File: src/rtl/rectangle_pkg.sv
// Shared RECTANGLE constants: S-box table, round-constant LFSR, key-state geometry.
// Pure definitions; no latency and no flow control.
package rectangle_pkg;

    typedef enum logic {
        ST_IDLE,
        ST_RUN
    } ks_state_t;

    localparam int RND_W = 5;
    localparam int RC_W  = 5;

    localparam logic [RC_W-1:0] RC_INIT   = 5'h01;
    localparam int              RC_TAP_HI = 4;
    localparam int              RC_TAP_LO = 2;

    // Nibble i of the table is S[i]: S = {6,5,C,A,1,E,7,9,B,0,3,D,8,F,4,2}
    localparam logic [63:0] SBOX_TAB = 64'h24F8_D30B_97E1_AC56;

    localparam int ROW_W_80   = 16;
    localparam int ROW_W_128  = 32;
    localparam int NROWS_80   = 5;
    localparam int NROWS_128  = 4;
    localparam int NCOL_80    = 4;
    localparam int NCOL_128   = 8;

    function automatic logic [RC_W-1:0] rc_next(input logic [RC_W-1:0] rc);
        return {rc[RC_W-2:0], rc[RC_TAP_HI] ^ rc[RC_TAP_LO]};
    endfunction

    function automatic logic [3:0] sbox_lookup(input logic [3:0] nib);
        return SBOX_TAB[{nib, 2'b00} +: 4];
    endfunction

endpackage

File: src/rtl/rectangle_sbox.sv
// 4-bit RECTANGLE S-box, shared by the key schedule and the round datapath.
// Purely combinational: zero latency, no flow control.
module rectangle_sbox
    import rectangle_pkg::*;
(
    input  logic [3:0] nib,
    output logic [3:0] sub
);

    assign sub = sbox_lookup(nib);

endmodule

File: src/rtl/rectangle_key_sched.sv
// RECTANGLE key schedule for 80/128-bit keys with stored master key for rewind.
// Load/restart/next take effect at the next edge; no backpressure, the round controller paces i_next.
module rectangle_key_sched
    import rectangle_pkg::*;
#(
    parameter int KEY_W  = 80,
    parameter int ROUNDS = 25
) (
    input  logic             i_clk,
    input  logic             i_rst_n,
    input  logic             i_load,
    input  logic [KEY_W-1:0] iv_key,
    input  logic             i_restart,
    input  logic             i_next,
    output logic [63:0]      ov_rkey,
    output logic             o_valid,
    output logic             o_last,
    output logic [RND_W-1:0] ov_round
);

    localparam bit IS128 = (KEY_W == 128);
    localparam int ROW_W = IS128 ? ROW_W_128 : ROW_W_80;
    localparam int NROWS = IS128 ? NROWS_128 : NROWS_80;
    localparam int NCOL  = IS128 ? NCOL_128  : NCOL_80;

    localparam logic [RND_W-1:0] LAST_RND = RND_W'(ROUNDS);

    if (KEY_W != 80 && KEY_W != 128) begin : g_bad_key_w
        $error("rectangle_key_sched: KEY_W must be 80 or 128");
    end
    if (ROUNDS < 1 || ROUNDS > 31) begin : g_bad_rounds
        $error("rectangle_key_sched: ROUNDS must fit the 5-bit round index");
    end

    function automatic logic [ROW_W-1:0] rotl(input logic [ROW_W-1:0] x, input int unsigned n);
        return (x << n) | (x >> (ROW_W - n));
    endfunction

    ks_state_t        state_q, state_d;
    logic [KEY_W-1:0] key_q, key_d;
    logic [KEY_W-1:0] master_q, master_d;
    logic [RND_W-1:0] round_q, round_d;
    logic [RC_W-1:0]  rc_q, rc_d;

    logic [NROWS-1:0][ROW_W-1:0] row, srow, mix;
    logic [KEY_W-1:0]            key_nxt;

    assign row = key_q;

    // S-box layer: column c is the nibble {row3[c],row2[c],row1[c],row0[c]}
    for (genvar c = 0; c < NCOL; c++) begin : g_sbox
        logic [3:0] col_nib, col_sub;
        assign col_nib = {row[3][c], row[2][c], row[1][c], row[0][c]};
        rectangle_sbox u_sbox (
            .nib (col_nib),
            .sub (col_sub)
        );
        for (genvar r = 0; r < 4; r++) begin : g_bit
            assign srow[r][c] = col_sub[r];
        end
    end

    for (genvar r = 0; r < NROWS; r++) begin : g_pass
        if (r < 4) begin : g_upper
            assign srow[r][ROW_W-1:NCOL] = row[r][ROW_W-1:NCOL];
        end else begin : g_whole
            assign srow[r] = row[r];
        end
    end

    if (IS128) begin : g_mix128
        assign mix[0] = rotl(srow[0], 8) ^ srow[1];
        assign mix[1] = srow[2];
        assign mix[2] = rotl(srow[2], 16) ^ srow[3];
        assign mix[3] = srow[0];
    end else begin : g_mix80
        assign mix[0] = rotl(srow[0], 8) ^ srow[1];
        assign mix[1] = srow[2];
        assign mix[2] = srow[3];
        assign mix[3] = rotl(srow[3], 12) ^ srow[4];
        assign mix[4] = srow[0];
    end

    // Round constant lands in the low five bits of the new row 0
    assign key_nxt = mix ^ KEY_W'(rc_q);

    assign ov_rkey  = {row[3][15:0], row[2][15:0], row[1][15:0], row[0][15:0]};
    assign ov_round = round_q;

    always_ff @(posedge i_clk or negedge i_rst_n) begin
        if (!i_rst_n) begin
            state_q  <= ST_IDLE;
            key_q    <= '0;
            master_q <= '0;
            round_q  <= '0;
            rc_q     <= RC_INIT;
        end else begin
            state_q  <= state_d;
            key_q    <= key_d;
            master_q <= master_d;
            round_q  <= round_d;
            rc_q     <= rc_d;
        end
    end

    always_comb begin
        state_d  = state_q;
        key_d    = key_q;
        master_d = master_q;
        round_d  = round_q;
        rc_d     = rc_q;
        o_valid  = 1'b0;
        o_last   = 1'b0;
        case (state_q)
            ST_IDLE: begin
                // Restart and next are meaningless until a master key exists
                if (i_load) begin
                    state_d  = ST_RUN;
                    key_d    = iv_key;
                    master_d = iv_key;
                    round_d  = '0;
                    rc_d     = RC_INIT;
                end
            end
            ST_RUN: begin
                o_valid = 1'b1;
                o_last  = (round_q == LAST_RND);
                if (i_load) begin
                    key_d    = iv_key;
                    master_d = iv_key;
                    round_d  = '0;
                    rc_d     = RC_INIT;
                end else if (i_restart) begin
                    key_d   = master_q;
                    round_d = '0;
                    rc_d    = RC_INIT;
                end else if (i_next && round_q != LAST_RND) begin
                    key_d   = key_nxt;
                    round_d = round_q + RND_W'(1);
                    rc_d    = rc_next(rc_q);
                end
            end
            default: state_d = ST_IDLE;
        endcase
    end

endmodule

File: config.mk
export PLATFORM = sky130hd
export DESIGN_NAME = rectangle_key_sched
export DESIGN_NICKNAME = d
export VERILOG_FILES = /design/src/rtl/rectangle_pkg.sv /design/src/rtl/rectangle_sbox.sv /design/src/rtl/rectangle_key_sched.sv
export SDC_FILE = /design/constraint.sdc
export NUM_CORES = 1
export LEC_CHECK = 0
export ABC_AREA = 1
export BUFFER_PORTS_ARGS = -buffer_cell sky130_fd_sc_hd__buf_4
export CORE_MARGIN = 2
export CORE_UTILIZATION = 60
export CTS_CLUSTER_DIAMETER = 30
export DETAILED_ROUTE_END_ITERATION = 12
export PLACE_DENSITY = 0.84
export SETUP_SLACK_MARGIN = 0.5
export SYNTH_ARGS = -nofsm -noshare
export SYNTH_HDL_FRONTEND = slang
export SYNTH_SLANG_ARGS = --single-unit
File: constraint.sdc
create_clock -name i_clk -period 3.86 [get_ports i_clk]
set_input_delay 0.386 -clock i_clk [delete_from_list [all_inputs] [get_ports i_clk]]
set_output_delay 0.386 -clock i_clk [all_outputs]
set_load 0.005 [all_outputs]
; ---- Word level (Yosys, flattened, before mapping)
; Cells that the tools add are included.
[word_totals]
wordCells = 42
output_inout_bits = 71
regBits = 171
input_bits = 85
[op_classes]
shift = 4
eq_ne = 4
n_mux = 19
reduce_logical = 2
addsub = 1
bitwise = 7
[op_table]
columns = cell, n
row1 = 80-bit 2-to-1 mux, 4
row2 = "64-bit by 7-bit variable part select with 4-bit output, first input constant", 4
row3 = 80-bit one-hot mux with 2 select lines, 1
row4 = 80-bit by 5-bit bitwise XOR with 80-bit output, 1
row5 = 5-bit 2-to-1 mux, 8
row6 = 16-bit bitwise XOR, 2
row7 = 5-bit one-hot mux with 2 select lines, 2
row8 = 16-bit by 12-bit OR with 16-bit output, 1
row9 = 16-bit by 8-bit OR with 16-bit output, 1
row10 = "5-bit by 1-bit adder with 5-bit output, second input constant", 1
row11 = "5-bit equality test, second input constant", 1
row12 = "5-bit inequality test, second input constant", 1
row13 = 1-bit 2-to-1 mux, 4
row14 = "4-bit by 3-bit inequality test with 1-bit output, second input constant", 1
row15 = "2-bit inequality test, second input constant", 1
row16 = 2-bit AND reduction, 1
row17 = 1-bit logical AND, 1
row18 = 1-bit NOT, 1
row19 = 1-bit bitwise XOR, 1

; ---- Logic depth before layout (Yosys ltp)
[depth]
depth_word = 8
mapped_depth = 11
depth_no_buf = 11

; ---- Hierarchy
; Synthesis repeated with hierarchy kept, for this count alone.
[hier_totals]
cells_unflattened = 1381
area_unflattened_um2 = 9969.6
[modules_own_cells]
columns = mod, cells_each, area_each_um2, seq_area_each_um2, instances
row1 = rectangle_key_sched, 1225, 9153.8, 4280.4, 1
row2 = rectangle_sbox, 39, 203.9, 0.0, 4

; ---- Worst setup path before layout
; OpenSTA, ideal clock, no wires.
[synth_path]
path_kind = register to register
startpoint = register round_q[1], in the netlist ov_round[1]
endpoint = register key_q[39]
setup_ns = 0.116
n_path_buf = 2
arrival_time_ns = 1.368
required_time_ns = 3.744
setup_slack_ns = 2.376
synth_period_minus_slack_ns = 1.484
stages_incl_launch_ff = 12
cell_sequence = dfrtp_1 > inv_1 > ha_1 > nand4_1 > nand2_1 > nand3_1 > nand2_2 > inv_2 > buf_6 > buf_2 > nand2_1 > nand2_1
[synth_via]
elab_chain_len = 4
[synth_lines]
columns = item, line_no
row1 = start: declaration, rectangle_key_sched.sv:42  ; logic [RND_W-1:0] round_q, round_d;
row2 = start signal: assignment, rectangle_key_sched.sv:101  ; round_q <= round_d;
row3 = 5-bit inequality test, rectangle_key_sched.sv:137  ; end else if (i_next && round_q != LAST_RND) begin
row4 = 1-bit logical AND, rectangle_key_sched.sv:137
row5 = 4-bit by 3-bit inequality test with 1-bit output (no source line), n/a
row6 = 2-bit AND reduction (no source line), n/a
row7 = end signal: assignment, rectangle_key_sched.sv:99  ; key_q <= key_d;
row8 = end: declaration, rectangle_key_sched.sv:40  ; logic [KEY_W-1:0] key_q, key_d;
; Every way passes these cells.
; A chain may end at the register's enable or synchronous reset.

; ---- Worst setup path after layout
[layout_path]
startpoint = register round_q[1], in the netlist ov_round[1]
endpoint = register key_q[11]
; The elaborated chain is that of the path after synthesis.

==> out/results.ini <==
[run_status]
status=completed

[finish]
nNetsFinal=1454
multi_input_area_um2=4150
fin_area_um2=10900
area_growth_pct=12.3
layout-drive-gt1-share_pct=15.0
antenna_cells=0
n_fill_cell=1273
final-seq-area_um2=4280

[yosys]
synth.top_cell.area_share_pct=43.8
async_flop_share_pct=100
synthMuxAreaShare_pct=0.103
ys_seq_area_share_pct=44.1
yosysTopAreaCell=dfrtp_1
yosys_warnings=0
yosys.area_share.simple_pct=22.7
synth_top_family_by_area=simple AND/OR/NAND/NOR gates
synth.distinct_cells=30
ys_top_cells_by_area=dfrtp_1 44%, nand2_1 17%, o21ai_0 9.0%
synthAdderAreaFrac_pct=3.09
ys.flop_type=dfrtp_1
avgSynthCellArea_um2=7.48
synth.most_common_cell=nand2_1
synth_edf_count=0
syn_area_um2=9700
synth_xor_area_share_pct=2.44
synth_common_cells=437 x nand2_1, 175 x o21ai_0, 170 x dfrtp_1
ys_ff_latch=171
synth_fp_nets=1406
synth-compound-area-share_pct=14.4
netlist_instances=1297

[die]
pin_count=156
row_count=46
core_area_um2=15800
die_area_um2=17200
die_w_um=131
die_y_um=131
start_util_pct=61.3

[sta]
setup_tns_ns=0
setup_violations=0
fin_crit_sh_pct=64.4
rsz0062_at_grt=false
fmaxAchievable_ghz=0.402
drv_slew=0
worstMarginPinSlew_ns=1.03
fin_crit_ns=2.49
skew_ns=0.00806
hold_viol_final=0
slew_headroom_pct=31.6

[grt]
grt-ovfl-total=0
gr-usage-all-layers_pct=30.1
grt_max_degree=110
grt_pass1_vias=8073
grt_antenna_before_repair=0
grt_first_pass_wirelength_um=41600

[pwr]
power.clock.fraction_pct=33.2
power_frac_seq_pct=46.3
intPower_w=0.00327
finalPower_w=0.00473
leakage_nw=5.63
swShare_pct=30.9
pwr-share-comb_pct=20.5
p_sw_w=0.00146
ir_drop_uv=334
cellPowerDensity_nw_per_um2=434

[drt]
detail-route-antenna-nets=0
first_pass_iters=5
drc=0
avgViaCountPerCell=5.55
drt_iter0_drc=954
via_count=8727
wl_per_cell_um=16.3
wl_um=25600

[critical_path]
crit_path_end_kind=flip-flop
crit_slowest_cell=buf_4
cp-start-kind=flip-flop
crit_type=reg -> reg
cp_data_arrival_time_ns=2.81
path_cells=inv_1 > ha_1 > nand4_1 > nand2_1 > nand3_1 > nand2_4 > buf_4 > nor2_1 > nand2_1 > nand2_1
crit_top_cell=nand2_1
cp.required_ns=4.18
critPathMaxFanout=75
path_delay_family=simple AND/OR/NAND/NOR gates
critical_path.max_stage_delay_ns=0.70
path_buf_inv=2

[placement]
io_buffers=155
place.gp.congestion=0.872
dp_hpwl_um=17000
place_area_um2=10400

[clock_network]
cts_buffers=17
cts_resized=0
clkTransAtPathRegs_ns=0.07
cts_max_path_buffers=2
postCtsSetupBuffers=0
h-tree-depth=4
clkSinkCount=171
cts_tree=yes
postCtsHoldBufs=0
clk_latency_ns=0.43
cts_root_buf=clkbuf_16

[run]
maxCapViolCount=0

[min_path]
hold_class=in -> async

[final timing paths]
check,end,startpoint,slack [ns],depth (start not counted)
min in group i_clk,master_q[21]$_DFFE_PN0P_,iv_key[21],0.17,3
hold / removal,master_q[59]$_DFFE_PN0P_,i_rst_n,0.08,1
hold reg to reg,master_q[76]$_DFFE_PN0P_,master_q[76]$_DFFE_PN0P_,0.48,2
setup / recovery,key_q[11]$_DFFE_PN0P_,ov_round[1]$_DFFE_PN0P_,1.37,10
max in group asynchronous,master_q[21]$_DFFE_PN0P_,i_rst_n,2.88,2
setup reg to reg,key_q[11]$_DFFE_PN0P_,ov_round[1]$_DFFE_PN0P_,1.37,10
[metrics by stage]
step / util (%) / std cells / setup slack [ns] / hold slack (ns)
6_report: 68.8 / 1572 / 1.37 / 0.0837
5_1_grt: 68.8 / 1572 / 1.16 / 0.165
4_1_cts: 68.8 / 1572 / 1.44 / 0.133
3_5_place_dp: 65.5 / 1542 / 1.28 / 0.465
3_3_place_gp: 65.5 / 1542 / 1.33 / 0.454
2_1_floorplan: - / 1297 / 2.38 / 0.0904
[state kept, by name, summed over array words and instances (netlist names)]
register / cells
key_q: 80
state_q: 1
ov_round: 5
master_q: 80
rc_q: 5
[power by group through the flow]
stage	clock (W)	combinational, W	sequential [W]
floorplan	0	0.000703	0.00213
global placement	0	0.000923	0.00221
detailed placement	0	0.000956	0.00221
CTS	0.00158	0.000965	0.00218
global route	0.00165	0.00110	0.00221
finish	0.00157	0.000968	0.00219
[cells in the final DEF (no fill, tap or decap), types with 2 or more instances in the layout]
master	synthesis	layout
o21ai_1	16	16
inv_1	102	102
ha_1	24	24
nand3_1	45	45
xnor2_1	4	4
clkinvlp_4	0	3
nand2_1	437	437
o211ai_1	12	12
clkbuf_16	0	17
inv_2	3	3
dfrtp_1	170	170
buf_12	0	2
xor2_1	23	23
o21ai_0	175	175
nor2_1	74	74
nand2_4	1	2
o22ai_1	2	2
inv_4	2	2
clkbuf_1	25	2
clkinv_2	0	4
a21oi_2	4	4
clkbuf_8	0	4
nand4_1	5	5
buf_4	70	160
a21oi_1	58	58
[layout make-up]
type / instances / area share (%)
well taps: 216 / 2.48
flip-flops and latches: 171 / 39.3
multi-input cells: 885 / 38.1
repair buffers: 163 / 11.5
clock buffers: 23 / 4.48
clock inverters: 7 / 0.390
inverters: 107 / 3.73
[kinds of logic after synthesis]
group,count (synthesis)
fa+ha+maj,24
xor+xnor,27
buf+inv,241
simple gates,564
mux,1
flops,171
compound gates,269
[routing by layer]
metal	wire (um)	part of all wire, %	track usage (%)	vias to the layer above
li1	-	-	-	4135
met1	10900	42	43.2	4099
met2	11800	46	46.7	447
met3	2310	9.0	5.17	46
met4	610	2.4	9.90	0
met5	0	0	0	-
No activity file was read; power rests on OpenSTA's default activity.
